`config.mk`:
```
export PLATFORM = sky130hd
export DESIGN_NAME = alu_pwr_ctrl
export DESIGN_NICKNAME = d
export VERILOG_FILES = /design/src/rtl/alu_pwr_ctrl.sv
export SDC_FILE = /design/constraint.sdc
export NUM_CORES = 1
export LEC_CHECK = 0
export BUFFER_PORTS_ARGS = -buffer_cell sky130_fd_sc_hd__buf_2
export CORE_MARGIN = 2
export CORE_UTILIZATION = 55
export DETAILED_ROUTE_END_ITERATION = 10
export GPL_ROUTABILITY_DRIVEN = 0
export MAX_ROUTING_LAYER = met4
export PLACE_DENSITY = 0.85
export SETUP_SLACK_MARGIN = 0.3
export SLEW_MARGIN = 20
export SYNTH_ARGS = -nofsm -noshare
export SYNTH_HDL_FRONTEND = slang
export SYNTH_SLANG_ARGS = --single-unit
```
`constraint.sdc`:
```
create_clock -name clk -period 5 [get_ports clk]
set_clock_uncertainty 0.2 [all_clocks]
set_input_delay 0.5 -clock clk [delete_from_list [all_inputs] [get_ports clk]]
set_output_delay 0.5 -clock clk [all_outputs]
set_load 0.05 [all_outputs]
```
`src/rtl/alu_pwr_ctrl.sv`:
```
// Power-sequencing and request controller for the power-gated ALU.
// Wakes the ALU on demand, grants one start at a time, and isolates before cutting power.
module alu_pwr_ctrl #(
  parameter int unsigned PWR_UP_CYC = 8,
  parameter int unsigned ISO_CYC    = 2,
  parameter int unsigned PWR_DN_CYC = 4,
  parameter int unsigned IDLE_CYC   = 16,
  parameter int unsigned CNT_W      = 8
) (
  input  logic       clk,
  input  logic       rst_n,
  input  logic       op_req,
  output logic       op_gnt,
  output logic       alu_start,
  input  logic       alu_busy,
  input  logic       auto_sleep_en,
  input  logic       force_sleep,
  output logic       alu_pwr_en,
  output logic       iso_en,
  output logic [2:0] pwr_state
);

  typedef enum logic [2:0] {
    StOff   = 3'd0,
    StPwrUp = 3'd1,
    StOn    = 3'd2,
    StIsoOn = 3'd3,
    StPwrDn = 3'd4
  } state_e;

  state_e           state_q;
  logic [CNT_W-1:0] cnt_q;
  logic [CNT_W-1:0] idle_q;
  logic             gnt_q;
  logic             start_q;
  logic             pwr_q;
  logic             iso_q;

  logic             grant;
  logic             idle;
  logic             idle_hit;
  logic             sleep_req;
  logic [CNT_W-1:0] idle_inc;

  always_comb begin
    // gnt_q guards the cycle before the ALU's busy flag can rise.
    grant     = (state_q == StOn) && op_req && !alu_busy && !force_sleep && !gnt_q;
    idle      = (state_q == StOn) && !op_req && !alu_busy && !gnt_q;
    idle_inc  = (idle_q >= CNT_W'(IDLE_CYC)) ? idle_q : idle_q + 1'b1;
    idle_hit  = idle && auto_sleep_en && (idle_inc >= CNT_W'(IDLE_CYC));
    sleep_req = (force_sleep && !alu_busy) || idle_hit;
  end

  always_ff @(posedge clk) begin
    if (!rst_n) begin
      state_q <= StOff;
      cnt_q   <= '0;
      idle_q  <= '0;
      gnt_q   <= 1'b0;
      start_q <= 1'b0;
      pwr_q   <= 1'b0;
      iso_q   <= 1'b1;
    end else begin
      gnt_q   <= grant;
      start_q <= grant;
      unique case (state_q)
        StOff: begin
          if (op_req && !force_sleep) begin
            state_q <= StPwrUp;
            cnt_q   <= CNT_W'(PWR_UP_CYC);
            pwr_q   <= 1'b1;
            iso_q   <= 1'b1;
          end
        end
        StPwrUp: begin
          if (cnt_q <= CNT_W'(1)) begin
            state_q <= StOn;
            cnt_q   <= '0;
            idle_q  <= '0;
            iso_q   <= 1'b0;
          end else begin
            cnt_q <= cnt_q - 1'b1;
          end
        end
        StOn: begin
          if (sleep_req) begin
            state_q <= StIsoOn;
            cnt_q   <= CNT_W'(ISO_CYC);
            idle_q  <= '0;
            iso_q   <= 1'b1;
          end else begin
            idle_q <= idle ? idle_inc : '0;
          end
        end
        StIsoOn: begin
          // Clamp is already up; power may only drop once ISO_CYC cycles have passed.
          if (cnt_q <= CNT_W'(1)) begin
            state_q <= StPwrDn;
            cnt_q   <= CNT_W'(PWR_DN_CYC);
            pwr_q   <= 1'b0;
          end else begin
            cnt_q <= cnt_q - 1'b1;
          end
        end
        StPwrDn: begin
          if (cnt_q <= CNT_W'(1)) begin
            state_q <= StOff;
            cnt_q   <= '0;
          end else begin
            cnt_q <= cnt_q - 1'b1;
          end
        end
        default: begin
          state_q <= StOff;
          cnt_q   <= '0;
          idle_q  <= '0;
          pwr_q   <= 1'b0;
          iso_q   <= 1'b1;
        end
      endcase
    end
  end

  assign op_gnt     = gnt_q;
  assign alu_start  = start_q;
  assign alu_pwr_en = pwr_q;
  assign iso_en     = iso_q;
  assign pwr_state  = state_q;

  iso_needs_pwr_a: assert property (@(posedge clk) disable iff (!rst_n) !iso_q |-> pwr_q);
  start_in_on_a: assert property (@(posedge clk) disable iff (!rst_n)
                                  start_q |-> (state_q == StOn));

endmodule

```
======== Word level (Yosys, flattened, before mapping) ========
Cells that the tools add are included.
storage, ports and cells
  output and inout port bits .............. 7
  bits in registers ....................... 22
cells by class
  bitwise logic cells ..................... 3
  mux-type cells .......................... 21
  reductions and logical operators ........ 26
  $add $sub $neg .......................... 2
  order comparisons ....................... 3
  equal/unequal tests ..................... 9
operator list
  cell                                                                                 number
  8-bit 2-to-1 mux                                                                     8
  8-bit one-hot mux with 4 select lines                                                1
  8-bit one-hot mux with 3 select lines                                                1
  8-bit by 5-bit greater-or-equal comparator with 1-bit output, second input constant  2
  3-bit 2-to-1 mux                                                                     5
  3-bit one-hot mux with 5 select lines                                                1
  1-bit logical AND                                                                    11
  2-bit inequality test, second input constant                                         5
  8-bit by 1-bit adder with 8-bit output, second input constant                        1
  8-bit by 1-bit less-or-equal comparator with 1-bit output, second input constant     1
  8-bit by 1-bit subtractor with 8-bit output, second input constant                   1
  3-bit by 2-bit == test with 1-bit output, second input constant                      2
  3-bit OR reduction                                                                   2
  5-bit AND reduction                                                                  1
  1-bit zero test                                                                      4
  1-bit one-hot mux with 4 select lines                                                1
  2-bit AND reduction                                                                  2
  4-bit AND reduction                                                                  1
  2-bit OR reduction                                                                   2
  3-bit by 1-bit == test with 1-bit output, second input constant                      1
  3-bit == test, second input constant                                                 1
  3-bit zero test                                                                      1
  1-bit 2-to-1 mux                                                                     3
  1-bit NOT                                                                            3
  3 further kinds                                                                      3

======== Longest topological paths before layout ========
Gate-level depths: netlist (run 1).
  depth after elaboration ................. 9
  mapped depth ............................ 8
  mapped depth without buffers ............ 7

======== Least setup slack after synthesis (run 1) ========
No wires, ideal clock.
  kind .................................... register to register
  start ................................... register state_q[1] (netlist: pwr_state[1])
  end ..................................... register iso_q (netlist: iso_en)
  period minus slack after synthesis ...... 2335 ps
  slack ................................... 2665 ps
  setup time .............................. 122 ps
  arrival time ............................ 2013 ps
  stages on the path, launching flop included .. 7
  path buffers ............................ 1
  cell sequence ........................... dfxtp_1 > buf_2 > nor3b_1 > o21ai_0 > a31oi_2 > nor2_1 > a221o_1
between the ends
  longest elaborated chain between the ends .. 9
  elaborated cells between the ends (all ways) .. 18
  classes of those cells .................. 7 x eq/ne; 1 x mux; 1 x bitwise; 9 x reduce/logical
RTL lines
  element                                   RTL line  RTL
  from (decl)                               31        state_e state_q;
  from (signal assigned)                    56        state_q <= StOff;
  from (signal assigned)                    69        state_q <= StPwrUp;
  from (signal assigned)                    77        state_q <= StOn;
  3-bit by 2-bit == test with 1-bit output  48, 66
  1-bit logical AND (3 in a row)            48        idle = (state_q == StOn) && !op_req && !alu_busy && !gnt_q;
  1-bit logical AND (2 in a row)            50        idle_hit = idle && auto_sleep_en && (idle_inc >= CNT_W'(IDLE_CYC));
  1-bit logical OR                          51        sleep_req = (force_sleep && !alu_busy) || idle_hit;
  2-bit inequality test (no line)           n/a
  4-bit AND reduction (no line)             n/a
  to (signal assigned)                      62        iso_q <= 1'b1;
  to (signal assigned)                      72        iso_q <= 1'b1;
  to (signal assigned)                      80        iso_q <= 1'b0;
  to (decl)                                 37        logic iso_q;
Parallel ways exist; a longest one is shown, timed or not.
A chain may end at the register's enable or synchronous reset.

======== Worst setup path in the final report (run 1) ========
  start ................................... register cnt_q[2]
  end ..................................... register iso_q (netlist: iso_en)
between the ends
  longest elaborated chain between the ends .. 3
RTL lines
  element                                                    RTL line  RTL
  from (decl)                                                32        logic [CNT_W-1:0] cnt_q;
  from (signal assigned)                                     70        cnt_q <= CNT_W'(PWR_UP_CYC);
  from (signal assigned)                                     82        cnt_q <= cnt_q - 1'b1;
  from (signal assigned)                                     88        cnt_q <= CNT_W'(ISO_CYC);
  8-bit by 1-bit less-or-equal comparator with 1-bit output  76        if (cnt_q <= CNT_W'(1)) begin
  2-bit inequality test (no line)                            n/a
  4-bit AND reduction (no line)                              n/a
  to (signal assigned)                                       72
  to (signal assigned)                                       80
  to (signal assigned)                                       90        iso_q <= 1'b1;
No other way between the ends.

==> results summary, run 1 <==
In the final layout, the share of cells above drive strength 1 is 0.159. For the final routed database, the setup TNS stands at 0 ps. The horizontal die dimension came out at 51.7 um. The sequential fraction of design power is 0.410. The number of sinks on the clock net is 22. The detailed-routing iteration count for the pre-antenna-repair pass came out at 4.

The average footprint of a synthesized cell came out at 8.19 um^2. For the finished layout, the period the worst path requires is 2400 ps. TritonCTS built the clock tree. The switching portion of total power came out at 0.404. From bottom edge to top edge, the die measures 51.7 um. The power spent charging and discharging nets is 209 uW. The share of flip-flops with an asynchronous set or reset came out at 0. The core box area came out at 0.00219 mm^2. For this configuration, the core starts out at a cell density of 0.572. The clock network latency to the later pin of the worst-skew pair came out at 310 ps. The number of cells produced by synthesis came out at 153. Summing over every cut layer, the via total after detailed routing is 1180. The clock-pin transition on the worst setup and hold timing paths came out at 130 ps. The pin count of the biggest net entering global routing is 14. The final number of max-transition violations came to 0. The synthesized cell area came out at 0.00125 mm^2.

After detailed routing, the total wire length is 2800 um. Once detailed placement completed, the half-perimeter wirelength came to 2070 um. The average wire length per cell after detail routing came out at 14.6 um. In the layout the commonest cells are sky130_fd_sc_hd__dfxtp_1 (22), sky130_fd_sc_hd__nor2_1 (21), sky130_fd_sc_hd__nand2_1 (12), sky130_fd_sc_hd__buf_2 (12), sky130_fd_sc_hd__inv_1 (10).

The via count of the first global-routing pass is 1045. STA puts the critical path data arrival time at 2410 ps. Setup violations remaining at the end of the flow were counted as 0.

The number of maximum-capacitance constraint violations is 0. The number of antenna diodes in the final layout is 0. Setup repair after global routing left no endpoint under its margin. The power per cell area is 382 mW/mm^2.

The flip-flop and latch count after synthesis is 22. The placement row count is 17. The maximum level of the CTS H-tree is 1. The total congestion overflow came out at 0. The dominant synthesized flop cell is sky130_fd_sc_hd__dfxtp_1. Overall power consumption after layout is estimated at 516 uW. The cell internal power dissipation is 308 uW.

The number of different library cells used by synthesis comes to 46. The actual transition at the worst max-transition pin came out at 628 ps. Pin placement for this block handled 13 I/O pins. The maximum fanout count along the critical path came out at 11.

The count of nets after finishing came out at 175. After clock tree synthesis, the repair step resized 0 gates. The final count of hold timing violations came out at 0. The flow ran to the end, and the final reports show no timing, DRC or antenna violations. The setup slack after layout came out at 2600 ps. Leaving out fill and tap cells, the most frequent cell in the layout is sky130_fd_sc_hd__dfxtp_1.

The number of nets in the synthesized netlist is 163. STA classifies the critical path endpoint as a flop. The path class of the tightest hold or removal check is input pin to flop. The portion of the post-synthesis area used by sequential elements is 0.352. The post-place setup slack is 2650 ps. The total die area is 0.00267 mm^2. Fill cells in the final layout number 197. In this run the remaining antenna-violating nets after routing total 0. During synthesis, Yosys emitted a total of 0 warnings. The buffers inserted during post-CTS setup optimization came out at 0. The share of the cycle needed by the critical path after routing is 0.480. The worst setup path category is flop to flop. The worst setup path is launched from a flop. For the worst setup path, the data required time is 5010 ps.

In the routed layout, each cell is associated on average with a via count of 6.15. The number of antenna violations at the first check in global routing came to 0. The aggregate global-route resource usage is 0.237. The total of hold buffers inserted after clock tree synthesis is 0. The leakage power figure is 0.536 nW. The first global-routing pass estimated 4660 um of wire.

From synthesis to final layout, the design area changed by 7.89%. The number of buffers added by the clock tree synthesis step is 3. The maximum resistive drop on vdd came out at 0.211 mV. The detailed router finished its first iteration with 31 violations. Final hold analysis gives a worst-case slack of 263 ps. The count of port buffers added during placement came out at 12. The final routed DRC violation total is 0. Measured against its own limit, the worst slew margin works out to 0.578. The clock passes through at most 2 buffers. The maximum clock frequency is 417 MHz.

The tree is rooted in a sky130_fd_sc_hd__clkbuf_4. The logic gate share of total power came out at 0.396. At the end of the flow the core is filled with cells to 0.617.

The clock power share is 0.194. Counting flops with a built-in enable in the synthesized netlist gives 0.
-- logic make-up (layout without fill, tap and decap cells) --
logic type      after synthesis  after routing  synth area share
buf+inv                      15             26            0.0559
simple gates                 72             72             0.331
fa+ha+maj                     4              4            0.0400
compound gates               40             40             0.222
flops                        22             22             0.352
-- worst paths after layout --
kind	from	to	slack, ps	depth (start not counted)
setup / recovery	cnt_q[2]	iso_en	2600	4
hold / removal	alu_busy	alu_start	260	4
setup reg to reg	cnt_q[2]	iso_en	2600	4
hold reg to reg	cnt_q[3]	cnt_q[3]	320	2
-- per-stage QoR --
step	instances	cell area (um^2)
finish	192	1350
global route	192	1350
CTS	192	1350
detailed placement	188	1320
global placement	188	1320
floorplan	153	1250
-- flip-flops by register name, indices dropped and copies added, names as in the netlist --
signal and flops:
cnt_q 8, alu_start 1, pwr_state 3, alu_pwr_en 1, idle_q 8, iso_en 1
-- per-layer routing --
layer	wire [um]	track usage
met1	1320	0.294
met2	1370	0.393
met3	80	0.0316
met4	29	0.0921
met5	0	-
-- final cells by class --
| type | count | area, um^2 | share of cell area |
|---|---|---|---|
| Clock buffer | 4 | 36.3 | 0.0269 |
| Timing Repair Buffer | 12 | 60.1 | 0.0444 |
| Tap cell | 28 | 35.0 | 0.0259 |
| Sequential cell | 22 | 440 | 0.326 |
| Inverter | 10 | 37.5 | 0.0278 |
| Multi-Input combinational cell | 116 | 742 | 0.549 |
-- cell usage after synthesis (4+ instances only) --
cell	n	area, um^2
sky130_fd_sc_hd__nor3_1	8	40.0
sky130_fd_sc_hd__nor2_1	21	78.8
sky130_fd_sc_hd__and2_1	4	25.0
sky130_fd_sc_hd__dfxtp_1	22	440
sky130_fd_sc_hd__nand2_1	12	45.0
sky130_fd_sc_hd__a21oi_1	6	30.0
sky130_fd_sc_hd__o21ai_0	8	40.0
sky130_fd_sc_hd__nand3_1	6	30.0
sky130_fd_sc_hd__inv_1	10	37.5
sky130_fd_sc_hd__ha_1	4	50.1
sky130_fd_sc_hd__a31oi_1	6	37.5
-- critical path, cell delays in order, from the launching register on --
cell and delay [ps]:
sky130_fd_sc_hd__dfxtp_1 370, sky130_fd_sc_hd__or4_4 580, sky130_fd_sc_hd__nor4_4 570, sky130_fd_sc_hd__nand3b_1 200, sky130_fd_sc_hd__a221o_1 380
-- power by group through the flow --
stage | clock network, mW | logic, mW | registers (mW)
2_1_floorplan | 0 | 0.154 | 0.228
3_3_place_gp | 0 | 0.193 | 0.214
3_5_place_dp | 0 | 0.201 | 0.215
4_1_cts | 0.102 | 0.202 | 0.212
5_1_grt | 0.109 | 0.219 | 0.215
6_report | 0.100 | 0.204 | 0.212
No activity file was read; power rests on OpenSTA's default activity.
==> run 2: changes to the inputs <==
--- a/config.mk
+++ b/config.mk
@@ -7,11 +7,11 @@
 export LEC_CHECK = 0
 export BUFFER_PORTS_ARGS = -buffer_cell sky130_fd_sc_hd__buf_2
 export CORE_MARGIN = 2
-export CORE_UTILIZATION = 55
+export CORE_UTILIZATION = 51
 export DETAILED_ROUTE_END_ITERATION = 10
 export GPL_ROUTABILITY_DRIVEN = 0
 export MAX_ROUTING_LAYER = met4
-export PLACE_DENSITY = 0.85
+export PLACE_DENSITY = 0.83
 export SETUP_SLACK_MARGIN = 0.3
 export SLEW_MARGIN = 20
 export SYNTH_ARGS = -nofsm -noshare
==> constraint.sdc (replaced) <==
create_clock -name clk -period 2.1 [get_ports clk]
set_clock_uncertainty 0.2 [all_clocks]
set_input_delay 0.21 -clock clk [delete_from_list [all_inputs] [get_ports clk]]
set_output_delay 0.21 -clock clk [all_outputs]
set_load 0.05 [all_outputs]
==> run 2 against run 1 <==
Effect of this change:
- clock power is 130% higher
- wire length up 29%
- power grew to 3.0 times the previous value
- sequential power is 140% higher
- critical path depth increased by 1
- sequential share of layout area shrank 5.8 points
==> results summary, run 2 (synthesis gave the netlist of run 1 again) <==
The final-layout setup total negative slack is 0 ps (unchanged). The clock-pin transition on the worst setup and hold timing paths is 130 ps (about the same). The final routed DRC violation total was 0 (unchanged). The maximum fanout count along the critical path is 4 (-7). The core box area came out at 0.00228 mm^2 (+3.9%).

The actual transition at the worst max-transition pin is 456 ps (-173 ps). The highest cell delay on the worst timing path is 570 ps (about the same). The count of nets after finishing came out at 200 (+14%).

The share of the cycle needed by the critical path after routing came out at 0.960 (+0.480). Among all stages on the critical path, the largest delay is contributed by sky130_fd_sc_hd__or4_4. The number of buffers and inverters on the critical path was 0 (unchanged).

The clock network latency to the later pin of the worst-skew pair is 320 ps (about the same). The arrival time of the worst setup path is 2080 ps (-330 ps). The final core utilization came to 0.753 (+0.136). The detailed-routing iteration count for the pre-antenna-repair pass is 4 (unchanged).

The maximum clock frequency came to 496 MHz (+19%). In the layout the commonest cells are sky130_fd_sc_hd__buf_4 (23), sky130_fd_sc_hd__nor2_1 (17), sky130_fd_sc_hd__dfxtp_1 (13), sky130_fd_sc_hd__buf_2 (12), sky130_fd_sc_hd__nand2_1 (10). The post-route antenna net violation count is 0 (unchanged). The final hold slack came out at 18.6 ps (-244 ps). The worst setup path is of the flop to flop kind. The first-pass GRT wire length is 5620 um (+20%).

The placement row count came out at 17 (unchanged). The maximum level of the CTS H-tree came out at 1 (unchanged). The total congestion overflow came out at 0 (unchanged). The number of antenna cells inserted is 0 (unchanged). The leakage power figure came out at 0.700 nW (+31%). The final count of hold timing violations is 0 (unchanged). The clock root buffer is sky130_fd_sc_hd__clkbuf_4. The clock tree from TritonCTS is built. The post-DP HPWL came out at 2150 um (+3.7%). The aggregate global-route resource usage is 0.281 (+0.0434). The horizontal die dimension is 53.6 um (+3.5%). The number of maximum-capacitance constraint violations was 0 (unchanged). The maximum resistive drop on vdd came out at 0.753 mV (+260%). The average wire length per cell after detail routing was 16.6 um (+14%). The number of sinks on the clock net came out at 22 (unchanged). From synthesis to final layout, the design area changed by 36.8%.

The placed cell area was 0.00143 mm^2 (+8.6%). The cell that appears most often on the critical path is sky130_fd_sc_hd__or4_4. The worst setup path is captured at a flop. The relative slew slack came out at 0.696 (+0.118). The path class of the tightest hold or removal check is input pin to flop. The initial DRC count is 48 (+55%). The largest buffer count on any clock path is 2 (unchanged). The pin count of the biggest net entering global routing came out at 14 (unchanged). The via count of the first global-routing pass came to 1289 (+23%). The power per cell area was 901 mW/mm^2 (+140%). The run finished with clean final reports. The clock period minus worst slack is 2020 ps (-383 ps). The chip height came out at 53.6 um (+3.5%).

The required time of the worst setup path is 2160 ps (-2850 ps). The layout filler cell count was 152 (-23%). Setup repair after global routing could not meet its margin everywhere. The detail-routed via count per cell came out at 6.23 (+1.4%).

The number of antenna violations at the first check in global routing came out at 0 (unchanged). The total wirelength of the detailed-routed design came out at 3610 um (+29%). Walking the worst path, the cells encountered are or4_4, or4_4, nor3_4, o21ai_1, a31oi_1. The count of port buffers added during placement came out at 12 (unchanged). The total die area was 0.00287 mm^2 (+7.2%). The total number of vias was 1352 (+15%). The initial cell density of the core came out at 0.550 (-0.0214). The share of layout cells above drive strength 1 was 0.423 (+0.265). The area of all placed cells without fillers came out at 0.00171 mm^2 (+27%).

The I/O pin count was 13 (unchanged). The number of buffers added by the clock tree synthesis step was 3 (unchanged). The setup violation total in the final timing report is 0 (unchanged). STA classifies the critical path startpoint as a flop. The library cell used most frequently in the layout, excluding fill and tap cells, is sky130_fd_sc_hd__buf_4. The final number of max-transition violations came out at 0 (unchanged). The cell family contributing the most delay on the critical path is simple AND/OR/NAND/NOR gates.
[run 2: changes by cell type in the layout (fill, tap and decap cells not counted), sizes merged]
cell,delta
buf,+23
dlygate4sd3,+2
[run 2: worst paths after layout]
path | from | endpoint | cells after the start | slack, ps
worst max-delay path | cnt_q[3] | cnt_q[7] | 5 | 80
worst min register to register | idle_q[0] | idle_q[0] | 2 | 290
worst min-delay path | force_sleep | alu_start | 4 | 20
worst max register to register | cnt_q[3] | cnt_q[7] | 5 | 80
[run 2: timing repair]
item                       in CTS  in global routing
hold buffers                    2                  0
pin swaps                      12                  8
hold endpoints to repair        2                  0
gates resized for setup        15                 18
setup buffers                   8                 10
setup endpoints to repair      21                 21
[run 2: final cells by class]
type	count	area, um^2	area share
Timing Repair Buffer	37	253	0.148
Clock buffer	4	36.3	0.0212
Tap cell	28	35.0	0.0205
Multi-Input combinational cell	116	890	0.519
Inverter	10	40.0	0.0234
Sequential cell	22	459	0.268
[run 2: worst register-to-register path: cells and delay by family, from the launching register on]
kind / cells / cell delay (ps)
AO/OA/AOI/OAI: 2 / 220
flip-flops: 1 / 350
AND/OR/NAND/NOR: 3 / 1180
[run 2: through the flow]
step | power, mW | instances | setup WS (ps)
CTS | 1.42 | 207 | 115
detailed placement | 1.11 | 193 | 57.4
global route | 1.63 | 217 | 36.8
finish | 1.54 | 217 | 84.2
floorplan | 0.983 | 153 | 189
global placement | 1.09 | 193 | 62.6
[run 2: routing by layer]
layer	up-vias	part of all wire	track usage
li1	635	-	-
met1	656	0.39	0.281
met2	47	0.52	0.494
met3	14	0.061	0.0750
met4	0	0.028	0.154
met5	-	0	-
[run 2: power by group]
part	total, mW	switching [mW]	internal, mW
sequential	0.510	0.0512	0.459
clock	0.235	0.129	0.106
combinational	0.797	0.441	0.356
